## src/rtl/piso_shifter_pkg.sv

```systemverilog
// Shared types and helpers for the parallel-in/serial-out shift stage.
//   state_t : FSM encoding (IDLE=00, SHIFT=01, DONE=10; 11 is illegal)
//   cnt_w   : width of the bit index for a given word length
package piso_shifter_pkg;

   typedef enum logic [1:0] {
      ST_IDLE  = 2'b00,
      ST_SHIFT = 2'b01,
      ST_DONE  = 2'b10
   } state_t;

   // Bit-index width; never below 1 so the counter always has a real register.
   function automatic int unsigned cnt_w(input int unsigned width);
      return (width < 2) ? 1 : $clog2(width);
   endfunction

endpackage

```

## src/rtl/piso_shifter_bit_counter.sv

```systemverilog
// Mod-MODULUS up-counter, falling-edge clocked.
//   clk   : clock, updates on negedge
//   clr   : asynchronous active-low clear
//   ce    : active-low enable; 1 freezes the count
//   zero  : synchronous load of 0 (wins over inc)
//   inc   : advance by one, wrapping to 0 after MODULUS-1
//   count : current value
//   tc    : terminal count, high when count == MODULUS-1
module piso_shifter_bit_counter
   import piso_shifter_pkg::*;
#(
   parameter int unsigned MODULUS = 8,
   parameter int unsigned CW      = cnt_w(MODULUS)
) (
   input  logic          clk,
   input  logic          clr,
   input  logic          ce,
   input  logic          zero,
   input  logic          inc,
   output logic [CW-1:0] count,
   output logic          tc
);

   localparam logic [CW-1:0] LAST = CW'(MODULUS - 1);

   assign tc = (count == LAST);

   // Count register
   always_ff @(negedge clk or negedge clr) begin
      if (!clr) begin
         count <= '0;
      end else if (!ce) begin
         if (zero) begin
            count <= '0;
         end else if (inc) begin
            count <= tc ? '0 : count + CW'(1);
         end
      end
   end

endmodule

```

## src/rtl/piso_shifter.sv

```systemverilog
// Parallel-in/serial-out shift stage, falling-edge clocked, active-low enable.
//   clk    : clock, all state updates on negedge
//   clr    : asynchronous active-low reset
//   ce     : active-low clock enable; 1 freezes all state
//   start  : load request, sampled only in IDLE
//   din    : parallel word, sampled on the load edge
//   sout   : serial data out (0 outside SHIFT)
//   busy   : high while shifting
//   done   : high for the end-of-word state
//   bitcnt : index of the bit currently on sout (0 outside SHIFT)
module piso_shifter
   import piso_shifter_pkg::*;
#(
   parameter int unsigned WIDTH     = 8,
   parameter bit          MSB_FIRST = 1'b1
) (
   input  logic                      clk,
   input  logic                      clr,
   input  logic                      ce,
   input  logic                      start,
   input  logic [WIDTH-1:0]          din,
   output logic                      sout,
   output logic                      busy,
   output logic                      done,
   output logic [cnt_w(WIDTH)-1:0]   bitcnt
);

   localparam int unsigned CW = cnt_w(WIDTH);

   state_t          state;
   logic [WIDTH-1:0] sr;
   logic [CW-1:0]    count;
   logic             tc;
   logic             cnt_zero;

   // Counter sits at 0 everywhere except SHIFT; it wraps to 0 on the last bit.
   assign cnt_zero = (state != ST_SHIFT);

   piso_shifter_bit_counter #(
      .MODULUS (WIDTH),
      .CW      (CW)
   ) u_bit_counter (
      .clk   (clk),
      .clr   (clr),
      .ce    (ce),
      .zero  (cnt_zero),
      .inc   (busy),
      .count (count),
      .tc    (tc)
   );

   // FSM and shift register
   always_ff @(negedge clk or negedge clr) begin
      if (!clr) begin
         state <= ST_IDLE;
         sr    <= '0;
      end else if (!ce) begin
         case (state)
            ST_IDLE: begin
               if (start) begin
                  sr    <= din;
                  state <= ST_SHIFT;
               end
            end
            ST_SHIFT: begin
               if (tc) begin
                  sr    <= '0;
                  state <= ST_DONE;
               end else if (MSB_FIRST) begin
                  sr <= {sr[WIDTH-2:0], 1'b0};
               end else begin
                  sr <= {1'b0, sr[WIDTH-1:1]};
               end
            end
            ST_DONE: begin
               state <= ST_IDLE;
            end
            default: begin
               // Illegal 2'b11 encoding recovers to IDLE
               sr    <= '0;
               state <= ST_IDLE;
            end
         endcase
      end
   end

   // Outputs decode registered state only
   assign busy   = (state == ST_SHIFT);
   assign done   = (state == ST_DONE);
   assign sout   = busy & (MSB_FIRST ? sr[WIDTH-1] : sr[0]);
   assign bitcnt = busy ? count : '0;

endmodule
```

## config.mk

```make
export PLATFORM = sky130hd
export DESIGN_NAME = piso_shifter
export DESIGN_NICKNAME = d
export VERILOG_FILES = /design/src/rtl/piso_shifter_pkg.sv /design/src/rtl/piso_shifter_bit_counter.sv /design/src/rtl/piso_shifter.sv
export SDC_FILE = /design/constraint.sdc
export NUM_CORES = 1
export LEC_CHECK = 0
export ABC_AREA = 1
export CAP_MARGIN = 0
export CELL_PAD_IN_SITES_DETAIL_PLACEMENT = 0
export CELL_PAD_IN_SITES_GLOBAL_PLACEMENT = 2
export CORE_ASPECT_RATIO = 1.4
export CORE_MARGIN = 2
export CORE_UTILIZATION = 25
export CTS_CLUSTER_SIZE = 12
export DETAILED_ROUTE_END_ITERATION = 6
export PLACE_DENSITY = 0.72
export SYNTH_ARGS = -nofsm -noshare
export SYNTH_HDL_FRONTEND = slang
export SYNTH_SLANG_ARGS = --single-unit
export TNS_END_PERCENT = 100
```

## constraint.sdc

```tcl
create_clock -name clk -period 2.1 [get_ports clk]
set_clock_uncertainty 0.2 [all_clocks]
set_input_delay 0.42 -clock clk [delete_from_list [all_inputs] [get_ports clk]]
set_output_delay 0.42 -clock clk [all_outputs]
set_load 0.02 [all_outputs]
```

==> results.py <==
metrics = {
    "timing": {
        "setup_violations": 6,
        "layout_setup_ws_ns": -0.7220,
        "rsz0062_at_grt": "yes",
        "report.final.slew_viol_count": 0,
        "tightest_slew_ns": 0.2992,
        "setup_tns_ns": -4.142,
        "hold_violations": 0,
        "slew_headroom_pct": 80.05,
    },
    "run_status": {
        "outcome": "complete, but fails checks",
        "violations": "setup timing",
    },
    "finish": {
        "area_growth_pct": 63.30,
        "stdcell_area_mm2": 0.001252,
        "antenna_cells": 0,
        "drive_gt1_share_pct": 30.92,
        "fin_nets": 167,
    },
    "placed_design": {
        "dpl_cell_area_mm2": 0.001145,
        "gp_congestion": 0.6835,
        "io_buffer_count": 17,
        "hpwlAfterDp_um": 1450,
        "pre_cts_ws_ns": -0.9169,
    },
    "route": {
        "wl_per_cell_um": 10.52,
        "drc_errors": 0,
        "top_layer": "met4",
        "drt-pass1-iter-count": 3,
        "final_antenna_net_count": 0,
        "wl_met3_um": 64,
        "drt_iter0_markers": 6,
        "routed_wirelength_um": 1988,
        "m1WireLength_um": 810,
        "via_per_inst": 4.190,
        "vias": 792,
        "met2_length_um": 1093,
    },
    "logic_synthesis": {
        "synth_area_um2": 767.0,
        "ys_seq_area_share_pct": 42.41,
        "syn_nets": 129,
        "ys_warn_count": 0,
        "post_synth.cell_area_avg_um2": 6.669,
        "synth-seq-cells": 13,
        "syn_inst": 115,
        "ys_types": 15,
    },
    "floorplan": {
        "die_area_mm2": 0.003533,
        "core_mm2": 0.002907,
        "die_h_um": 69.54,
        "rows": 23,
        "initial_core_util_pct": 26.39,
        "die_w_um": 50.81,
        "boundaryPins": 18,
    },
    "clock_network": {
        "clk_latency_ns": 0.26,
        "cts-root-buf": "clkbuf_8",
        "cts_hold_buf": 0,
        "cts_tree": "built",
        "clock_path_buffers": 2,
        "path_clk_slew_ns": 0.04,
        "numCtsBuffers": 3,
        "cts_max_level": 1,
        "cts_sinks": 13,
    },
    "global_routing": {
        "grt_use_total_pct": 12.76,
        "grt_pass1_vias": 817,
        "grt_first_pass_wirelength_um": 3381,
        "grt_max_degree": 14,
        "antenna_found_initial": 0,
        "grt_remaining_overflow": 0,
    },
    "worst_setup_path": {
        "crit_required_ns": 1.48,
        "crit_fanout": 3,
        "endpoint_kind": "output port",
        "worstSetupPathType": "reg2out",
        "cp-start-kind": "flop",
        "arrival_ns": 2.20,
    },
    "power": {
        "max-vdd-ir-drop_uv": 492.8,
        "p_int_mw": 0.8209,
        "p_sw_share_pct": 42.48,
        "p_sw_mw": 0.6062,
        "p_leak_nw": 0.7174,
        "p_per_area_mw_per_mm2": 1139,
        "power_mw": 1.427,
        "p_comb_share_pct": 55.1,
        "power.share.sequential_pct": 28.9,
        "p_clk_share_pct": 16.0,
    },
    "worst_hold_path": {
        "hp-class": "reg2reg",
    },
    "run": {
        "maxCapViolCount": 0,
    },
}
-- cell families (layout without fill, tap and decap cells) --
| group | Yosys count | count (layout) | share of synthesized area, % |
|---|---|---|---|
| AOI/OAI and AO/OA | 5 | 5 | 3.262 |
| adders and majority gates | 2 | 2 | 3.262 |
| buffers and inverters | 19 | 56 | 10.28 |
| DFF | 13 | 13 | 42.41 |
| and+or+nand+nor | 76 | 76 | 40.78 |
-- registers in the layout, summed over array words and instances (netlist names) --
signal               cells
sr                       8
state                    2
u_bit_counter.count      3
-- what timing repair did --
item                       in CTS  in global routing
resized for setup              46                 16
pin swaps                       3                  5
setup endpoints to repair      19                 17
setup buffers                   1                  1
-- synth_stat cells (all sizes together) --
library cell / instances / area [um2]
o21ai: 4 / 20.02
inv: 17 / 63.81
buf: 1 / 11.26
ha: 2 / 25.02
a21oi: 1 / 5.000
nand3: 3 / 15.01
nand3b: 1 / 7.510
dfrtn: 13 / 325.3
nand2: 55 / 206.5
nor2: 16 / 77.58
clkbuf: 1 / 3.750
nand4: 1 / 6.260
-- metal layers --
layer / vias to the layer above / GRT usage, %
met5: - / 0
met4: 0 / 6.306
met3: 2 / 2.586
met2: 13 / 23.39
met1: 360 / 13.26
li1: 417 / -
-- worst max-delay path, stage by stage (launching register included) --
cell and delay, ns:
dfrtn_1 0.42, inv_2 0.06, buf_4 0.14, nand2_1 0.09, inv_2 0.03, buf_2 0.14
-- power by group through the flow --
stage,combinational [mW],sequential [mW],clock [mW]
5_1_grt,0.883,0.427,0.247
3_3_place_gp,0.743,0.412,0
3_5_place_dp,0.749,0.416,0
2_1_floorplan,0.455,0.423,0
6_report,0.786,0.413,0.228
4_1_cts,0.779,0.412,0.239
-- worst paths after layout --
check / start / to / slack, ns / cells after the start
max in group asynchronous: clr / sr[5] / 0.31 / 2
hold reg to reg: sr[6] / sr[6] / 0.22 / 2
setup reg to reg: u_bit_counter.count[0] / state[1] / 0.39 / 6
min in group asynchronous: clr / sr[0] / 1.24 / 2
setup / recovery: state[0] / done / -0.72 / 5
hold / removal: sr[6] / sr[6] / 0.22 / 2
-- cells in the final DEF, fill, tap and decap left out, drive strengths merged --
cell type      synthesis  final
nand4                  1      1
a21oi                  1      1
nor2                  16     16
o21ai                  4      4
buf                    1     26
ha                     2      2
dlymetal6s2s           0      7
dfrtn                 13     13
nand3                  3      3
nand2                 55     55
nand3b                 1      1
clkdlybuf4s50          0      2
inv                   17     16
clkbuf                 1      4
clkinvlp               0      1
-- stage by stage --
step	utilization (%)	hold slack (ns)	std cells
finish	43.09	0.2151	189
global route	43.09	0.2500	189
floorplan	-	0.2025	115
CTS	41.58	0.2282	188
global placement	39.39	0.2229	183
detailed placement	39.39	0.2253	183
-- layout make-up --
type	instances	area, um2
Fill cell	320	1654
Multi-Input combinational cell	83	429.2
Timing Repair Buffer	35	336.6
Sequential cell	13	325.3
Inverter	17	70.07
Tap cell	37	46.29
Clock buffer	4	45.04
Power figures use the tool's default switching activity.
